[src/rtl/chain_mult_pkg.sv]
// Shared types and constants for the chain-multiplier sequencer.
// Holds the FSM state enum, default widths and the maximum chain length.
package chain_mult_pkg;

  localparam int CM_ADDR_W = 5;
  localparam int CM_DATA_W = 8;
  localparam int MAX_COUNT = 2 ** CM_ADDR_W;

  typedef enum logic [2:0] {
    S_IDLE,
    S_READ,
    S_MUL,
    S_WRITE,
    S_DONE
  } state_e;

endpackage

[src/rtl/chain_mult_alu.sv]
// Combinational multiply step: acc * a * (use_b ? b : 1) at 3*DATA_W bits.
// Ports: acc, a, b, use_b in; prod_lo (low DATA_W bits), ovf (upper bits nonzero) out.
import chain_mult_pkg::*;

module chain_mult_alu #(
  parameter int DATA_W = CM_DATA_W
) (
  input  logic [DATA_W-1:0] acc,
  input  logic [DATA_W-1:0] a,
  input  logic [DATA_W-1:0] b,
  input  logic              use_b,
  output logic [DATA_W-1:0] prod_lo,
  output logic              ovf
);

  localparam int PW = 3 * DATA_W;

  logic [PW-1:0] b_eff;
  logic [PW-1:0] prod;

  always_comb begin
    b_eff   = use_b ? PW'(b) : PW'(1);
    prod    = PW'(acc) * PW'(a) * b_eff;
    prod_lo = prod[DATA_W-1:0];
    ovf     = |prod[PW-1:DATA_W];
  end

endmodule

[src/rtl/chain_mult_ctrl.sv]
// Chain-multiply sequencer owning the register-file ports (host loader + write-back).
// Ports: clk/rst, host write channel, start/base/count/dst, status, rf write and read selects.
import chain_mult_pkg::*;

module chain_mult_ctrl #(
  parameter int ADDR_W = CM_ADDR_W,
  parameter int DATA_W = CM_DATA_W
) (
  input  logic              clk,
  input  logic              rst,
  input  logic              host_wr_en,
  input  logic [ADDR_W-1:0] host_wr_addr,
  input  logic [DATA_W-1:0] host_wr_data,
  output logic              host_wr_ready,
  input  logic              start,
  input  logic [ADDR_W-1:0] base_addr,
  input  logic [ADDR_W:0]   count,
  input  logic [ADDR_W-1:0] dst_addr,
  output logic              busy,
  output logic              done,
  output logic [DATA_W-1:0] result,
  output logic              overflow,
  output logic              error,
  output logic              rf_wr_en,
  output logic [ADDR_W-1:0] rf_wr_sel,
  output logic [DATA_W-1:0] rf_wr_data,
  output logic [ADDR_W-1:0] rf_sel_oI,
  output logic [ADDR_W-1:0] rf_sel_oJ,
  output logic [ADDR_W-1:0] rf_sel_oK,
  input  logic [DATA_W-1:0] rf_rd_i,
  input  logic [DATA_W-1:0] rf_rd_j
);

  localparam logic [ADDR_W:0] MAX_CNT = (ADDR_W+1)'(2 ** ADDR_W);
  localparam logic [ADDR_W:0] TWO     = (ADDR_W+1)'(2);
  localparam logic [ADDR_W:0] ONE     = (ADDR_W+1)'(1);

  state_e state_q, state_d;
  logic [ADDR_W-1:0] ptr_q, ptr_d;
  logic [ADDR_W:0]   rem_q, rem_d;
  logic [ADDR_W-1:0] dst_q, dst_d;
  logic [DATA_W-1:0] acc_q, acc_d;
  logic [DATA_W-1:0] result_q, result_d;
  logic              ovf_q, ovf_d;
  logic              err_q, err_d;

  logic              use_b;
  logic [DATA_W-1:0] alu_lo;
  logic              alu_ovf;

  assign use_b = (rem_q >= TWO);

  chain_mult_alu #(.DATA_W(DATA_W)) u_alu (
    .acc     (acc_q),
    .a       (rf_rd_i),
    .b       (rf_rd_j),
    .use_b   (use_b),
    .prod_lo (alu_lo),
    .ovf     (alu_ovf)
  );

  always_ff @(posedge clk) begin
    if (rst) begin
      state_q  <= S_IDLE;
      ptr_q    <= '0;
      rem_q    <= '0;
      dst_q    <= '0;
      acc_q    <= '0;
      result_q <= '0;
      ovf_q    <= 1'b0;
      err_q    <= 1'b0;
    end else begin
      state_q  <= state_d;
      ptr_q    <= ptr_d;
      rem_q    <= rem_d;
      dst_q    <= dst_d;
      acc_q    <= acc_d;
      result_q <= result_d;
      ovf_q    <= ovf_d;
      err_q    <= err_d;
    end
  end

  always_comb begin
    state_d       = state_q;
    ptr_d         = ptr_q;
    rem_d         = rem_q;
    dst_d         = dst_q;
    acc_d         = acc_q;
    result_d      = result_q;
    ovf_d         = ovf_q;
    err_d         = err_q;
    host_wr_ready = 1'b0;
    busy          = 1'b1;
    done          = 1'b0;
    rf_wr_en      = 1'b0;
    rf_wr_sel     = '0;
    rf_wr_data    = '0;
    rf_sel_oI     = '0;
    rf_sel_oJ     = '0;
    unique case (state_q)
      S_IDLE: begin
        busy          = 1'b0;
        host_wr_ready = 1'b1;
        rf_wr_en      = host_wr_en;
        rf_wr_sel     = host_wr_addr;
        rf_wr_data    = host_wr_data;
        if (start) begin
          ovf_d = 1'b0;
          if (count == '0 || count > MAX_CNT) begin
            err_d   = 1'b1;
            state_d = S_DONE;
          end else begin
            err_d   = 1'b0;
            ptr_d   = base_addr;
            rem_d   = count;
            dst_d   = dst_addr;
            acc_d   = DATA_W'(1);
            state_d = S_READ;
          end
        end
      end
      S_READ: begin
        rf_sel_oI = ptr_q;
        rf_sel_oJ = ptr_q + ADDR_W'(1);
        state_d   = S_MUL;
      end
      S_MUL: begin
        acc_d = alu_lo;
        ovf_d = ovf_q | alu_ovf;
        if (use_b) begin
          ptr_d = ptr_q + ADDR_W'(2);
          rem_d = rem_q - TWO;
        end else begin
          rem_d = rem_q - ONE;
        end
        state_d = (rem_d == '0) ? S_WRITE : S_READ;
      end
      S_WRITE: begin
        rf_wr_en   = 1'b1;
        rf_wr_sel  = dst_q;
        rf_wr_data = acc_q;
        result_d   = acc_q;
        state_d    = S_DONE;
      end
      S_DONE: begin
        done    = 1'b1;
        state_d = S_IDLE;
      end
      default: state_d = S_IDLE;
    endcase
  end

  assign result    = result_q;
  assign overflow  = ovf_q;
  assign error     = err_q;
  assign rf_sel_oK = '0;

endmodule

[config.mk]
export PLATFORM = sky130hd
export DESIGN_NAME = chain_mult_ctrl
export DESIGN_NICKNAME = d
export VERILOG_FILES = /design/src/rtl/chain_mult_pkg.sv /design/src/rtl/chain_mult_alu.sv /design/src/rtl/chain_mult_ctrl.sv
export SDC_FILE = /design/constraint.sdc
export NUM_CORES = 1
export LEC_CHECK = 0
export CORE_ASPECT_RATIO = 0.75
export CORE_MARGIN = 2
export CORE_UTILIZATION = 59
export DETAILED_ROUTE_END_ITERATION = 10
export PLACE_DENSITY_LB_ADDON = 0.3
export SLEW_MARGIN = 20
export SYNTH_ARGS = -nofsm -noshare
export SYNTH_HDL_FRONTEND = slang
export SYNTH_HIERARCHICAL = 1
export SYNTH_SLANG_ARGS = --single-unit
[constraint.sdc]
create_clock -name clk -period 10.3 [get_ports clk]
set_input_delay 1.03 -clock clk [delete_from_list [all_inputs] [get_ports clk]]
set_output_delay 1.03 -clock clk [all_outputs]
set_load 0.03 [all_outputs]
==> summary.md, run 1 <==
| Metric | Value |
|---|---|
| Post-route DRC | 0 |
| CTS tree | yes |
| Clock tree root buffer cell | clkbuf_16 |
| 1st-pass router iterations | 5 |
| Hold_buf cts | 0 |
| Setup violations, final | 0 |
| Routed Wire Length | 20900 um |
| Routed Antenna Nets | 0 |
| Clock transition at the registers of the reported paths | 0.06 ns |
| Area post-placement | 9260 um2 |
| Rel. slew slack | 50.5% |
| Diodes inserted | 0 |
| Post-synth ARST share | 0% |
| WP data required | 10.45 ns |
| Layout area overhead | 15.2% |
| Sw frac | 40.5% |
| Max IR drop VDD | 0.0000687 V |
| Grt met1 use | 45.6% |
| Post-layout util | 69.3% |
| Number of distinct library cells after synthesis | 74 |
| Final WS setup | 0.458 ns |
| Worst min path class | flip-flop to flip-flop |
| Kind of critical path | input pin to flip-flop |
| Synth top area cells | fa_1, ha_1, dfxtp_1, inv_1, nand2_1 |
| DIE HEIGHT | 106 um |
| H-Tree Depth | 2 |
| CP peak stage delay | 0.58 ns |
| DIE WIDTH | 140 um |
| DRT iter0 DRCs | 427 |
| Worst-Skew Late Latency | 0.28 ns |
| Total die area | 14900 um2 |
| Max Clock Freq | 102 MHz |
| Post-synthesis cell area | 8240 um2 |
| Routed vias | 7272 |
| Tot GR Track Use | 29.0% |
| Final instance area | 9490 um2 |
| Gr busiest metal | met1 |
| Delay-heaviest family, CP | adder cells |
| Critical Path Fanout Max | 6 |
| Net Switching | 0.238 mW |
| Remaining Overflow, GRT | 0 |
| Fillcell total | 1120 |
| Clock Skews | 0.00376 ns |
| Slew Limit Fails | 0 |
| Post-synthesis sequential area ratio | 8.99% |
| CP Launch Type | input pin |
| Post-synthesis register bit count | 37 |
| Number of synthesized flops with an enable pin | 0 |
| Most frequent CP cell | fa_1 |
| Critical path endpoint category | flip-flop |
| Status | completed |
| CTS sink count | 37 |
| Power per Cell Area | 62.0 nW/um2 |
| YS warnings | 6 |
| Leakage power | 4.37 nW |
| Clock network power share | 26.3% |
| Total core area | 13700 um2 |
| CTS Buf Count | 5 |
| Period utilization | 95.6% |
| First-pass GRT wire length | 35300 um |
| Hpwl dp | 17100 um |
| Share of the synthesized area in the top cell type | 29.1% |
| Slew @ Worst Pin | 0.739 ns |
| WL per Instance | 16.6 um |
| Longest Clk Path Bufs | 2 |
| NumNets Final | 1339 |
| Largest net degree at the start of global routing | 46 |
| Met2 global-route usage | 44.0% |
| Crit path DAT | 9.99 ns |
| Max Cap Viol | 0 |
| Area leader, netlist | fa_1 |
| Row count | 37 |
| DR vias/cell | 5.78 |
| Period minus WS final | 9.84 ns |
| Total power | 0.588 mW |
| WP buf/inv | 5 |
| Layout cells sized above 1 | 4.70% |
| Endpoints failing hold | 0 |
| Top FF cell, synth | dfxtp_1 |
| Gate power share | 46.9% |
| # IOs | 91 |
| Met3 Use GR | 4.05% |
| Vias in the first global route | 6969 |
| Cell count after synthesis | 1006 |
| Port bufs | 85 |
| Initial Util | 60.1% |
| Initial antenna violation count | 0 |
| RePlAce Congestion | 0.972 |
| Register share of total power | 26.9% |
| Dpl ws | -0.0720 ns |
| Slowest cell on crit path | fa_1 |
| Syn Area/Cell | 8.19 um2 |
| Internal Power | 0.350 mW |
==> layer usage <==
layer  wire (um)  vias to the layer above
li1            -                     3439
met1        9740                     3514
met2        9320                      291
met3        1670                       28
met4         217                        0
met5           0                        -
==> power by group through the flow <==
stage          clock [mW]  combinational, mW  sequential [mW]
2_1_floorplan           0              0.184            0.158
3_3_place_gp            0              0.268            0.161
3_5_place_dp            0              0.270            0.161
4_1_cts             0.154              0.273            0.158
5_1_grt             0.160              0.303            0.159
6_report            0.154              0.276            0.158
==> Yosys cell counts, drive strengths merged (3+ instances only) <==
cell type / number
nor2b: 13
nand4: 4
inv: 159
a21oi: 53
nand2: 137
nand3b: 4
nor2: 71
dfxtp: 37
o21ai: 25
a22o: 5
a211oi: 7
and2: 46
mux2i: 9
or2: 7
xnor2: 18
or4: 3
nand3: 17
and3: 22
a311oi: 5
a31o: 5
o211ai: 8
xor2: 12
fa: 120
a21o: 10
nor3: 13
or3: 10
nand2b: 10
a22oi: 7
clkbuf: 25
nor3b: 9
ha: 86
nor4: 5
buf: 9
==> worst reg2reg max path: cells and delay by family (launching register included) <==
family	cells	cell delay [ns]
adder cells (fa/ha/maj)	10	4.95
AND/OR/NAND/NOR	8	2.13
AO/OA/AOI/OAI	8	1.13
flip-flops	1	0.59
XOR/XNOR	1	0.18
buffers and inverters	2	0.09
==> cell type report <==
class	instances	area, um2	share of cell area (%)
flip-flops and latches	37	741	7.80
inverters	160	601	6.33
repair buffers	101	981	10.3
multi-input cells	779	6810	71.7
well taps	175	219	2.31
clock buffers	7	143	1.50
==> registers in the layout, summed over array words and instances (netlist names) <==
signal    count
result        8
overflow      1
rem_q         6
acc_q         8
ptr_q         5
dst_q         5
error         1
state_q       3
==> logic make-up (layout without fill, tap and decap cells) <==
group | count (synthesis) | in the layout | share of synthesized area [%]
compound gates | 151 | 151 | 12.3
fa+ha+maj | 206 | 206 | 42.2
buf+inv | 194 | 268 | 9.20
flops | 37 | 37 | 8.99
xor+xnor | 30 | 30 | 3.28
mux | 11 | 11 | 1.37
simple gates | 376 | 376 | 22.6
other cells | 1 | 5 | 0.0455
==> stage by stage <==
stage | instances | hold WS, ns | setup TNS [ns]
detailed placement | 1248 | 0.446 | -0.0720
global placement | 1248 | 0.441 | -0.0138
CTS | 1255 | 0.453 | 0
floorplan | 1010 | 0.464 | 0
global route | 1259 | 0.472 | -0.0172
finish | 1259 | 0.454 | 0
==> final timing paths <==
check | to | slack (ns) | startpoint | cells after the start
worst min-delay path | result[7] | 0.45 | result[7] | 2
worst max register to register | overflow | 1.10 | acc_q[0] | 29
worst min register to register | result[7] | 0.45 | result[7] | 2
worst max-delay path | overflow | 0.46 | rf_rd_i[7] | 31
==> placed cells by master, fill, tap and decap left out, types with 6 or more instances in the layout <==
| master | count |
|---|---|
| and2_1 | 46 |
| o21ai_1 | 13 |
| nor2b_1 | 13 |
| or3_1 | 10 |
| a21o_1 | 10 |
| dfxtp_1 | 37 |
| nand2_1 | 137 |
| a21oi_1 | 50 |
| o21ai_0 | 11 |
| nor2_1 | 70 |
| mux2i_1 | 9 |
| ha_1 | 85 |
| xnor2_1 | 16 |
| buf_4 | 16 |
| nor3_1 | 10 |
| inv_1 | 158 |
| xor2_1 | 11 |
| fa_1 | 120 |
| nand2b_1 | 10 |
| a22oi_1 | 7 |
| and3_1 | 22 |
| nor3b_1 | 8 |
| nand3_1 | 17 |
| o211ai_1 | 7 |
| clkdlybuf4s50_1 | 81 |
| a211oi_1 | 6 |
==> what timing repair did <==
action	in CTS	in global routing
gates resized for setup	0	14
setup buffers	0	4
setup endpoints to repair	0	1
hold endpoints to repair	0	0
No activity file was read; power rests on OpenSTA's default activity.
==> run 2: changes to the inputs <==
--- a/config.mk
+++ b/config.mk
@@ -9,7 +9,9 @@
 export CORE_MARGIN = 2
 export CORE_UTILIZATION = 59
 export DETAILED_ROUTE_END_ITERATION = 10
+export MAX_ROUTING_LAYER = met4
 export PLACE_DENSITY_LB_ADDON = 0.3
+export SKIP_LAST_GASP = 1
 export SLEW_MARGIN = 20
 export SYNTH_ARGS = -nofsm -noshare
 export SYNTH_HDL_FRONTEND = slang
==> run 2 against run 1 <==
Net effect:
- routed wire length increased by 1.3%
- sequential power about the same
- register-to-register slack got worse by 0.08 ns
- die area unchanged
- design area about the same
- combinational power about the same
- clock skew decreased by 0.00059 ns
- global-route usage increased by 1.2 points
- via count decreased by 0.72%
- first-iteration DRC count increased by 30%
==> summary.md, run 2 (synthesized netlist as in run 1, its figures left out) <==
| Metric | Value |
|---|---|
| Longest Clk Path Bufs | 2 |
| Initial Util | 60.1% |
| Final WS setup | 0.407 ns |
| DIE WIDTH | 140 um |
| Critical Path Fanout Max | 8 |
| Worst min path class | flip-flop to flip-flop |
| Max Cap Viol | 0 |
| NumNets Final | 1336 |
| Routed vias | 7220 |
| Total core area | 13700 um2 |
| Layout cells sized above 1 | 4.53% |
| Slew @ Worst Pin | 0.788 ns |
| Delay-heaviest family, CP | adder cells |
| Met3 Use GR | 5.27% |
| Worst-Skew Late Latency | 0.29 ns |
| DR vias/cell | 5.74 |
| Total die area | 14900 um2 |
| WP buf/inv | 4 |
| Hold Slack | 0.453 ns |
| CTS Buf Count | 5 |
| DRT iter0 DRCs | 554 |
| Vias in the first global route | 7095 |
| Routed Wire Length | 21200 um |
| CP Launch Type | input pin |
| Most frequent cells in the layout | inv_1, nand2_1, fa_1 |
| Largest net degree at the start of global routing | 46 |
| Power per Cell Area | 62.2 nW/um2 |
| Final instance area | 9480 um2 |
| First-pass GRT wire length | 35500 um |
| Critical path endpoint category | flip-flop |
| WP data required | 10.46 ns |
| CTS sink count | 37 |
| Tot GR Track Use | 30.2% |
| Clock tree root buffer cell | clkbuf_16 |
| Endpoints failing hold | 0 |
| Area post-placement | 9240 um2 |
| Rel. slew slack | 47.2% |
| Status | completed |
| Max IR drop VDD | 0.0000749 V |
| Post-route DRC | 0 |
| Max Clock Freq | 101 MHz |
| Clock Skews | 0.00317 ns |
| 1st-pass router iterations | 8 |
| Dpl ws | -0.191 ns |
| Diodes inserted | 0 |
| Met2 global-route usage | 44.2% |
| Gr busiest metal | met1 |
| Remaining Overflow, GRT | 0 |
| Routed Antenna Nets | 0 |
| Most frequent CP cell | fa_1 |
| Kind of critical path | input pin to flip-flop |
| Crit path DAT | 10.05 ns |
| Initial antenna violation count | 0 |
| # IOs | 91 |
| Hpwl dp | 17200 um |
| Slowest cell on crit path | fa_1 |
| Grt met1 use | 45.1% |
| H-Tree Depth | 2 |
| Slew Limit Fails | 0 |
| Period utilization | 96.0% |
| CP peak stage delay | 0.57 ns |
| WL per Instance | 16.9 um |
| Port bufs | 85 |
| Post-layout util | 69.2% |
| RePlAce Congestion | 0.995 |
| Row count | 37 |
| DIE HEIGHT | 106 um |
| Most common cell after layout, fill and taps aside | inv_1 |
| Leakage power | 4.38 nW |
| Clock transition at the registers of the reported paths | 0.06 ns |
| Hold_buf cts | 0 |
| Setup violations, final | 0 |
| CTS tree | yes |
| Layout area overhead | 15.0% |
| Period minus WS final | 9.89 ns |
-- run 2: final timing paths --
path | end | cells past startpoint | from | slack [ns]
setup / recovery | overflow | 31 | rf_rd_i[7] | 0.41
hold / removal | result[7] | 2 | result[7] | 0.45
hold reg to reg | result[7] | 2 | result[7] | 0.45
setup reg to reg | overflow | 30 | acc_q[0] | 1.02
-- run 2: per-layer routing --
layer	part of all wire, %	wire length [um]
met5	0	0
met4	1.1	239
met3	8.4	1790
met2	44	9270
met1	47	9910
-- run 2: final cells by class --
type	count	area [um2]
multi-input combinational	779	6820
fill	1124	4220
clock inverter	2	10.0
timing repair buffer	98	961
inverter	160	601
clock buffer	6	129
sequential	37	741
tap	175	219
-- run 2: repair_timing --
action | CTS | global route
endpoints found under the setup margin | 0 | 1
buffers inserted | 0 | 3
gates resized for setup | 0 | 15
-- run 2: through the flow --
stage / cells / setup TNS, ns / total power, mW
floorplan: 1010 / 0 / 0.342
global placement: 1246 / 0 / 0.429
detailed placement: 1246 / -0.191 / 0.432
CTS: 1254 / 0 / 0.585
global route: 1257 / -0.000783 / 0.626
finish: 1257 / 0 / 0.590
-- run 2: where the power goes --
part / switching, mW / internal, mW / leakage, nW
registers: 0.00900 / 0.149 / 0.301
clock network: 0.0637 / 0.0890 / 0.0706
logic: 0.172 / 0.107 / 4.01
-- run 2: worst register-to-register path, delay by kind of cell, from the launching register on --
| kind | cells | cell delay [ns] |
|---|---|---|
| adders and majority gates | 10 | 4.93 |
| AOI/OAI and AO/OA | 10 | 1.52 |
| buffers and inverters | 3 | 0.14 |
| xor gates and xnor gates | 1 | 0.37 |
| and+or+nand+nor | 6 | 1.59 |
| DFF | 1 | 0.58 |
